## src/rtl/clk_gate_seq.sv

```systemverilog
// clk_gate_seq: sequenced clock-gate controller.
// Applies requested per-channel clock enables one channel at a time, lowest
// index first. After each gate change the sequencer stays quiet for STAGGER
// cycles so that neighbouring gates never switch together.
// Optional feature macro: CLK_GATE_SEQ_IRQ_EN adds a one-cycle done_irq pulse
// when a pass ends with every gate matching its request.
module clk_gate_seq #(
    parameter int               N_CH     = 8,
    parameter int               STAGGER  = 16,
    parameter int               CNT_W    = 8,
    parameter logic [N_CH-1:0]  RST_MASK = '0
) (
    input  logic                     clk_in,
    input  logic                     rst_n,
    input  logic [N_CH-1:0]          en_req,
    input  logic                     hold,
    output logic [N_CH-1:0]          gate_en,
    output logic                     busy,
    output logic [$clog2(N_CH)-1:0]  cur_ch,
    output logic                     settled
`ifdef CLK_GATE_SEQ_IRQ_EN
    ,output logic                    done_irq
`endif
);

    localparam int              CH_W     = $clog2(N_CH);
    localparam logic [CNT_W-1:0] CNT_LOAD = CNT_W'(STAGGER - 1);

    // A zero stagger or one that does not fit the counter would make the
    // counter wrap, so such configurations are rejected at elaboration.
    generate
        if (STAGGER < 1 || STAGGER > (2 ** CNT_W) - 1) begin : g_bad_stagger
            $error("clk_gate_seq: STAGGER must be in 1..2**CNT_W-1");
        end
    endgenerate

    typedef enum logic [1:0] {
        ST_IDLE  = 2'd0,
        ST_APPLY = 2'd1,
        ST_WAIT  = 2'd2
    } state_t;

    state_t            state_q, state_d;
    logic [CNT_W-1:0]  cnt_q, cnt_d;
    logic [CH_W-1:0]   cur_ch_q, cur_ch_d;
    logic [N_CH-1:0]   gate_en_q, gate_en_d;
    logic              busy_q, busy_d;
    logic [N_CH-1:0]   diff;
    logic [N_CH-1:0]   apply_hit;
    logic [CH_W-1:0]   low_idx;

    assign diff = en_req ^ gate_en_q;

    // One-hot select of the channel being written during APPLY.
    generate
        for (genvar gi = 0; gi < N_CH; gi++) begin : g_hit
            assign apply_hit[gi] = (state_q == ST_APPLY) && (cur_ch_q == CH_W'(gi));
        end
    endgenerate

    // Lowest-index mismatching channel (scan from the top so index 0 wins).
    always_comb begin
        low_idx = '0;
        for (int i = N_CH - 1; i >= 0; i--) begin
            if (diff[i]) begin
                low_idx = CH_W'(i);
            end
        end
    end

    // Next-state, counter, channel latch and gate update.
    always_comb begin
        state_d   = state_q;
        cnt_d     = cnt_q;
        cur_ch_d  = cur_ch_q;
        gate_en_d = (gate_en_q & ~apply_hit) | (en_req & apply_hit);
        case (state_q)
            ST_IDLE: begin
                if ((diff != '0) && !hold) begin
                    cur_ch_d = low_idx;
                    state_d  = ST_APPLY;
                end
            end
            ST_APPLY: begin
                cnt_d   = CNT_LOAD;
                state_d = ST_WAIT;
            end
            ST_WAIT: begin
                if (!hold) begin
                    if (cnt_q == '0) begin
                        state_d = ST_IDLE;
                    end else begin
                        cnt_d = cnt_q - CNT_W'(1);
                    end
                end
            end
            default: begin
                state_d = ST_IDLE;
            end
        endcase
        busy_d = (state_d != ST_IDLE);
    end

    // State and output registers; reset restarts the sequence from scratch.
    always_ff @(posedge clk_in or negedge rst_n) begin
        if (!rst_n) begin
            state_q   <= ST_IDLE;
            cnt_q     <= '0;
            cur_ch_q  <= '0;
            gate_en_q <= RST_MASK;
            busy_q    <= 1'b0;
        end else begin
            state_q   <= state_d;
            cnt_q     <= cnt_d;
            cur_ch_q  <= cur_ch_d;
            gate_en_q <= gate_en_d;
            busy_q    <= busy_d;
        end
    end

    assign gate_en = gate_en_q;
    assign busy    = busy_q;
    assign cur_ch  = cur_ch_q;
    assign settled = (state_q == ST_IDLE) && (en_req == gate_en_q);

`ifdef CLK_GATE_SEQ_IRQ_EN
    logic done_irq_q, done_irq_d;

    // Pulse on the WAIT->IDLE edge only when nothing is left to correct.
    always_comb begin
        done_irq_d = (state_q == ST_WAIT) && !hold && (cnt_q == '0) &&
                     (en_req == gate_en_q);
    end

    // Completion pulse register.
    always_ff @(posedge clk_in or negedge rst_n) begin
        if (!rst_n) begin
            done_irq_q <= 1'b0;
        end else begin
            done_irq_q <= done_irq_d;
        end
    end

    assign done_irq = done_irq_q;
`endif

endmodule

```

## config.mk

```make
export PLATFORM = sky130hd
export DESIGN_NAME = clk_gate_seq
export DESIGN_NICKNAME = d
export VERILOG_FILES = /design/src/rtl/clk_gate_seq.sv
export SDC_FILE = /design/constraint.sdc
export NUM_CORES = 1
export LEC_CHECK = 0
export ABC_CLOCK_PERIOD_IN_PS = 2600
export CAP_MARGIN = 20
export CORE_MARGIN = 4
export CORE_UTILIZATION = 35
export CTS_CLUSTER_DIAMETER = 40
export DETAILED_ROUTE_END_ITERATION = 12
export HOLD_SLACK_MARGIN = 0.1
export SLEW_MARGIN = 5
export SYNTH_ARGS = -nofsm -noshare
export SYNTH_HDL_FRONTEND = slang
export SYNTH_SLANG_ARGS = --single-unit
```

## constraint.sdc

```tcl
create_clock -name clk_in -period 2.6 [get_ports clk_in]
set_clock_uncertainty 0.2 [all_clocks]
set_input_delay 0.65 -clock clk_in [delete_from_list [all_inputs] [get_ports clk_in]]
set_output_delay 0.65 -clock clk_in [all_outputs]
set_load 0.02 [all_outputs]
```

After elaboration in Yosys (flattened, before gate mapping):

Cells that the tools add are included.

* add/subtract/negate cells: 1
* equal/unequal tests: 12
* muxes and demuxes: 15
* bitwise gates (word level): 5
* reductions and logical operators: 19

Operator list (count)
* 3-bit 2-to-1 mux: 8
* 8-bit AND: 2
* 8-bit 2-to-1 mux: 2
* 8-bit one-hot mux with 2 select lines: 1
* 3-bit == test (second input constant): 4
* 1-bit logical AND: 10
* 8-bit == test: 1
* 8-bit logical NOT: 1
* 8-bit inverter: 1
* 8-bit bitwise OR: 1
* 8-bit nonzero test: 1
* 8-bit by 1-bit subtractor with 8-bit output (second input constant): 1
* 8-bit XOR: 1
* 3-bit by 2-bit == test with 1-bit output (second input constant): 2
* 2-bit 2-to-1 mux: 3
* 2-bit one-hot mux with 3 select lines: 1
* 2-bit inequality test (second input constant): 2
* 2-bit nonzero test: 2
* 3-bit by 1-bit == test with 1-bit output (second input constant): 1
* 3-bit logical NOT: 1
* 3-bit AND reduction: 1
* 2-bit by 1-bit == test with 1-bit output (second input constant): 1
* 2-bit == test (second input constant): 1
* 2-bit logical NOT: 1
* other kinds (2): 2

* register bits: 22
* bits of input ports: 11
* word-level logic and storage cells: 57

Logic depth before layout (Yosys ltp):

Gate-level depths: netlist of the first run.

* depth after elaboration: 9
* gate-level depth with buffers: 7
* mapped depth without buffers: 6

Least setup slack after synthesis of the first run:

Ideal clock, no wire load.

* path type: input to output
* start point: in en_req[2]
* end point: out settled
* arrival time: 1.841 ns
* data required time: 1.750 ns
* path slack: -0.091 ns
* stages on the path: 4
* buffers on the path: 0
* cells stage by stage: xnor2_1 > nand4_1 > or3_1 > nor3_1

* cells in the longest elaborated chain, start to end: 2

Ends and longest elaborated chain
* start, declared: line 15 `input logic [N_CH-1:0] en_req,`
* 8-bit == test: line 124 `assign settled = (state_q == ST_IDLE) && (en_req == gate_en_q);`
* 1-bit logical AND: line 124
* end, declared: line 20 `output logic settled`

No other way between the ends.

==> impl_metrics.json, run 1 <==
{
  "antenna_cells": 0,
  "synth_fp_nets": 129,
  "htreeDepth": 1,
  "p_sw_frac": 0.390,
  "switching_power_mw": 0.780,
  "max_slew.worst_pin.slew_ps": 590,
  "initial_core_util": 0.364,
  "p_comb_frac": 0.584,
  "dp_cells": 202,
  "clockPowerShare": 0.096,
  "wl_um": 2970,
  "nets": 183,
  "io_pins": 24,
  "cap_violations": 0,
  "drc": 0,
  "ant_nets": 0,
  "clock-sinks": 22,
  "grt_pass1_wl_um": 5110,
  "hpwl_um": 2120,
  "fin_cells": 215,
  "cp-end-kind": "primary output",
  "clock_path_buffers": 2,
  "die_y_um": 67.1,
  "status": "complete, but fails checks",
  "min_to": "cnt_q[0]",
  "rows": 21,
  "p_leak_nw": 0.815,
  "startpoint_type": "register",
  "relSlewSlack": 0.603,
  "cts_root_buf": "clkbuf_4",
  "first_pass_iters": 4,
  "finalHoldViolCount": 0,
  "syn_avg_cell_area_um2": 10.5,
  "hp-start": "cnt_q[0]",
  "die_w_um": 67.1,
  "power_frac_seq": 0.321,
  "path_clk_slew_ps": 140,
  "hp-class": "register to register",
  "initialDrtViolationCount": 73,
  "crit_arrival_ps": 1760,
  "dr_total_vias": 1064,
  "io_buffer_count": 23,
  "violations": "negative setup slack",
  "syn_inst": 116,
  "cts_tree": "built",
  "cp_max_fo": 2,
  "die_area_um2": 4510,
  "drive_above_1_share": 0.396,
  "synth_seq_cells": 22,
  "setup_violations": 1,
  "num-fill-cells": 318,
  "reg2regPathDepth": 10,
  "slew_viol_final": 0,
  "p_int_mw": 1.22,
  "period_share": 1.00,
  "worst_slack_ps": -8.37,
  "finalCriticalPeriod_ps": 2610,
  "place_congestion": 0.808,
  "grt_max_degree": 23,
  "yosysWarnings": 0,
  "criticalPathCategory": "register to primary output",
  "grt_pass1_vias": 1104,
  "reg2reg_setup_slack_ps": 110,
  "rsz0062_at_grt": "true",
  "r2r-end": "cur_ch[0]",
  "cts_buffers": 3,
  "vias_per_cell": 4.95,
  "hold_depth": 1,
  "grt_antenna_before_repair": 0,
  "synth_area_um2": 1220,
  "hold_buffers": 0,
  "fmax_ghz": 0.383,
  "critical_path_required_ps": 1750,
  "grt.total_usage": 0.152,
  "area_growth_pct": 50.5,
  "grt.overflow.total": 0,
  "routedWlPerCell_um": 13.8,
  "synth.distinct_cells": 35,
  "finalSetupTns_ps": -8.37,
  "yosysSeqAreaShare": 0.450,
  "power.density_nw_per_um2": 1090,
  "core_area_um2": 3360,
  "clk-insertion-delay-late_ps": 320,
  "peakVddDrop_mv": 0.547
}
==> metrics by stage <==
step	instance area (um2)	hold WS [ps]	util	total power, mW	setup WS (ps)
6_report	1840	303	0.548	2.00	-8.37
2_1_floorplan	1230	154	-	1.11	67.2
4_1_cts	1830	310	0.543	1.98	-4.06
5_1_grt	1840	349	0.548	2.15	-117
3_3_place_gp	1660	282	0.492	1.59	-836
3_5_place_dp	1660	295	0.492	1.61	-866
==> metal layers <==
metal	vias to the layer above	routed length, um	part of all wire	GRT usage
li1	529	-	-	-
met1	515	1330	0.45	0.194
met2	18	1470	0.50	0.252
met3	2	145	0.049	0.0483
met4	0	20	0.0067	0.0304
met5	-	0	0	0
==> worst max-delay path by stage <==
stage | to | cells past startpoint | slack, ps
after floorplan | settled | 4 | 70
after global routing | settled | 5 | -120
after global placement | settled | 6 | -840
after CTS | settled | 6 | -4
after detailed placement | settled | 6 | -870
final | settled | 5 | -8
==> cell type report <==
class	instances	area, um2	share of cell area
Inverter	4	15.0	0.00815
Tap cell	46	57.6	0.0312
Sequential cell	22	551	0.299
Timing Repair Buffer	53	432	0.234
Multi-Input combinational cell	86	751	0.408
Clock buffer	4	36.3	0.0197
==> Yosys cell counts (all sizes together) <==
cell / n / share of area
ha: 2 / 0.020
o31ai: 1 / 0.010
a41o: 2 / 0.016
o21ai: 5 / 0.020
a31o: 1 / 0.0072
clkbuf: 1 / 0.0031
nand2: 6 / 0.018
xor2: 4 / 0.029
nor2b: 1 / 0.0051
nand3b: 2 / 0.012
a21oi: 6 / 0.025
buf: 3 / 0.012
nor3b: 3 / 0.018
mux2: 9 / 0.083
nand4: 2 / 0.010
or3: 1 / 0.0051
nand4bb: 1 / 0.0092
nor3: 7 / 0.029
dfrtp: 22 / 0.45
or4b: 2 / 0.016
a21boi: 1 / 0.0061
nor4: 2 / 0.022
nand3: 1 / 0.0041
inv: 4 / 0.012
a31oi: 3 / 0.015
o211ai: 2 / 0.012
xnor2: 7 / 0.050
nand2b: 4 / 0.020
and3: 1 / 0.0061
a211oi: 4 / 0.033
nor2: 6 / 0.018
==> timing repair <==
item	in CTS	in global routing
pin swaps	11	4
gates cloned	0	0
setup buffers	10	0
resized for setup	51	4
setup endpoints to repair	1	2
==> cells by family (layout without fill, tap and decap cells) <==
kind of cell | after synthesis | count (layout) | share of synthesized area
flops | 22 | 22 | 0.450
xor+xnor | 11 | 11 | 0.0787
mux | 9 | 9 | 0.0828
simple gates | 39 | 39 | 0.195
compound gates | 25 | 25 | 0.145
buf+inv | 8 | 61 | 0.0276
fa+ha+maj | 2 | 2 | 0.0204
==> cell usage in the layout, fill, tap and decap left out, drive strengths merged, types with 4 or more instances in the layout <==
cell type | Yosys | final
nor3 | 7 | 7
o21ai | 5 | 5
dfrtp | 22 | 22
xor2 | 4 | 4
inv | 4 | 4
a211oi | 4 | 4
a21oi | 6 | 6
nand2b | 4 | 4
nor2 | 6 | 6
clkdlybuf4s50 | 0 | 14
buf | 3 | 39
clkbuf | 1 | 4
nand2 | 6 | 6
xnor2 | 7 | 7
mux2 | 9 | 9
==> worst max-delay path, stage by stage (launching register included) <==
cell and delay [ps]:
dfrtp_1 430, xnor2_2 200, nand4_1 180, or3_4 370
nor3_4 120, buf_6 130
==> power by group through the flow <==
stage          Combinational, mW  Sequential, mW  Clock, mW
2_1_floorplan              0.407           0.703          0
3_3_place_gp               0.970           0.617          0
3_5_place_dp               0.986           0.620          0
4_1_cts                     1.15           0.637      0.201
5_1_grt                     1.27           0.670      0.215
6_report                    1.17           0.642      0.191
No activity file was read; power rests on OpenSTA's default activity.
==> run 2, diff against run 1 <==
--- a/config.mk
+++ b/config.mk
@@ -6,12 +6,11 @@
 export NUM_CORES = 1
 export LEC_CHECK = 0
 export ABC_CLOCK_PERIOD_IN_PS = 2600
-export CAP_MARGIN = 20
 export CORE_MARGIN = 4
-export CORE_UTILIZATION = 35
-export CTS_CLUSTER_DIAMETER = 40
+export CORE_UTILIZATION = 50
 export DETAILED_ROUTE_END_ITERATION = 12
 export HOLD_SLACK_MARGIN = 0.1
+export PLACE_DENSITY = 0.78
 export SLEW_MARGIN = 5
 export SYNTH_ARGS = -nofsm -noshare
 export SYNTH_HDL_FRONTEND = slang
==> run 2 against run 1 <==
  * The run still ends with negative setup slack left
  * Cell area decreased by 5.9%
  * Hold slack got worse by 2.0 ps
  * Final cell count decreased by 11%
  * Clock-buffer cell count decreased by 1
  * Worst setup slack got worse by 4.7 ps
  * Sequential share of layout area increased by 1.9 points
  * Combinational power decreased by 4%
  * Via count increased by 3.3%
  * Die area decreased by 27%
  * First-iteration DRC count decreased by 42%
  * Largest cell class unchanged
  * Largest power group unchanged
==> impl_metrics.json, run 2 (same netlist as run 1, synthesis figures left out) <==
{
  "status": "complete, but fails checks",
  "violations": "negative setup slack",
  "cap_violations": 0,
  "p_leak_nw": 0.778,
  "first_pass_iters": 6,
  "p_sw_frac": 0.407,
  "finalHoldViolCount": 0,
  "cp_max_fo": 2,
  "hp-class": "register to register",
  "max_slew.worst_pin.slew_ps": 545,
  "nets": 178,
  "io_pins": 24,
  "totalPowerFinal_mw": 1.92,
  "grt.total_usage": 0.217,
  "switching_power_mw": 0.781,
  "p_int_mw": 1.14,
  "antenna_cells": 0,
  "crit_arrival_ps": 1760,
  "fin_util": 0.761,
  "power.density_nw_per_um2": 1110,
  "grt.overflow.total": 0,
  "grt_antenna_before_repair": 0,
  "rows": 17,
  "power_frac_seq": 0.333,
  "area_growth_pct": 41.6,
  "htreeDepth": 1,
  "final_common_cell": "buf_4",
  "critical_path_required_ps": 1750,
  "fin_cells": 191,
  "clk-insertion-delay-late_ps": 320,
  "cp-end-kind": "primary output",
  "setup_violations": 1,
  "post_dp_cell_area_um2": 1630,
  "place_congestion": 0.777,
  "peakVddDrop_mv": 0.851,
  "die_area_um2": 3300,
  "cpMaxStageDelayCell": "or3_4",
  "cts_root_buf": "clkbuf_4",
  "drive_above_1_share": 0.368,
  "io_buffer_count": 23,
  "wl_um": 3210,
  "post-place-ws_ps": -841,
  "dp_cells": 184,
  "clock_path_buffers": 2,
  "grt_pass1_vias": 1169,
  "grt_max_degree": 23,
  "p_comb_frac": 0.584,
  "dr_total_vias": 1099,
  "mostFrequentLayoutCells": "26 x buf_4, 22 x dfrtp_1, 14 x clkdlybuf4s50_1",
  "routedWlPerCell_um": 16.8,
  "initial_core_util": 0.538,
  "path_clk_slew_ps": 120,
  "hold_buffers": 0,
  "rr_startpoint": "cnt_q[0]",
  "period_share": 1.01,
  "hp-start": "cnt_q[0]",
  "cts_tree": "built",
  "core_area_um2": 2280,
  "clock-sinks": 22,
  "crit_chain": "buf_2, xnor2_2, nand2b_4, or3_4, nor3_2, buf_4",
  "slew_viol_final": 0,
  "cp-startpoint": "en_req[0]",
  "criticalPathCategory": "input pin to primary output",
  "clockPowerShare": 0.083,
  "die_y_um": 57.5,
  "hpwl_um": 2200,
  "design_area_um2": 1730,
  "initialDrtViolationCount": 42,
  "worst_slack_ps": -13.0,
  "max_stage_delay_ps": 390,
  "fmax_ghz": 0.383,
  "die_w_um": 57.5,
  "drc": 0,
  "rsz0062_at_grt": "true",
  "startpoint_type": "input pin",
  "grt_pass1_wl_um": 5430,
  "vias_per_cell": 5.75,
  "ant_nets": 0,
  "finalCriticalPeriod_ps": 2610,
  "relSlewSlack": 0.634,
  "cts_buffers": 3
}
run 2: worst paths after layout:
check	endpoint	slack, ps	cells past startpoint
max in group asynchronous	cnt_q[1]	1510	2
min reg2reg	cnt_q[0]	300	1
min	cnt_q[0]	300	1
max reg2reg	cnt_q[2]	590	7
min in group asynchronous	busy	470	2
max	settled	-10	6
run 2: metrics by stage:
step,setup TNS [ps],hold WS [ps]
final,-13.0,301
after global routing,-90.2,346
after CTS,-49.5,302
after detailed placement,-841,286
after global placement,-814,280
after floorplan,0,154
run 2: power by group through the flow:
stage	combinational, mW	clock, mW	sequential [mW]
3_3_place_gp	0.973	0	0.618
6_report	1.12	0.160	0.640
3_5_place_dp	1.00	0	0.625
5_1_grt	1.20	0.177	0.661
4_1_cts	1.09	0.162	0.633
2_1_floorplan	0.407	0	0.703
run 2: routing by layer:
| layer | routed length (um) | vias to the layer above | GRT usage |
|---|---|---|---|
| met4 | 77 | 0 | 0.116 |
| met1 | 1280 | 541 | 0.259 |
| li1 | - | 514 | - |
| met2 | 1690 | 37 | 0.373 |
| met3 | 166 | 7 | 0.0294 |
| met5 | 0 | - | 0 |
run 2: timing repair:
item / in CTS / in global routing
resized for setup: 52 / 0
endpoints found under the hold margin: 0 / 0
buffers inserted: 3 / 1
setup endpoints to repair: 1 / 1
pin swaps: 11 / 4
run 2: area by class of cell:
type | instances | area [um2]
fill | 140 | 543
tap | 28 | 35.0
multi-input combinational | 86 | 709
clock buffer | 3 | 22.5
timing repair buffer | 48 | 400
sequential | 22 | 551
inverter | 4 | 15.0
run 2: critical path, delay by kind of cell:
family	cells	cell delay, ps
and+or+nand+nor	3	590
buffers and inverters	2	280
xor gates and xnor gates	1	240
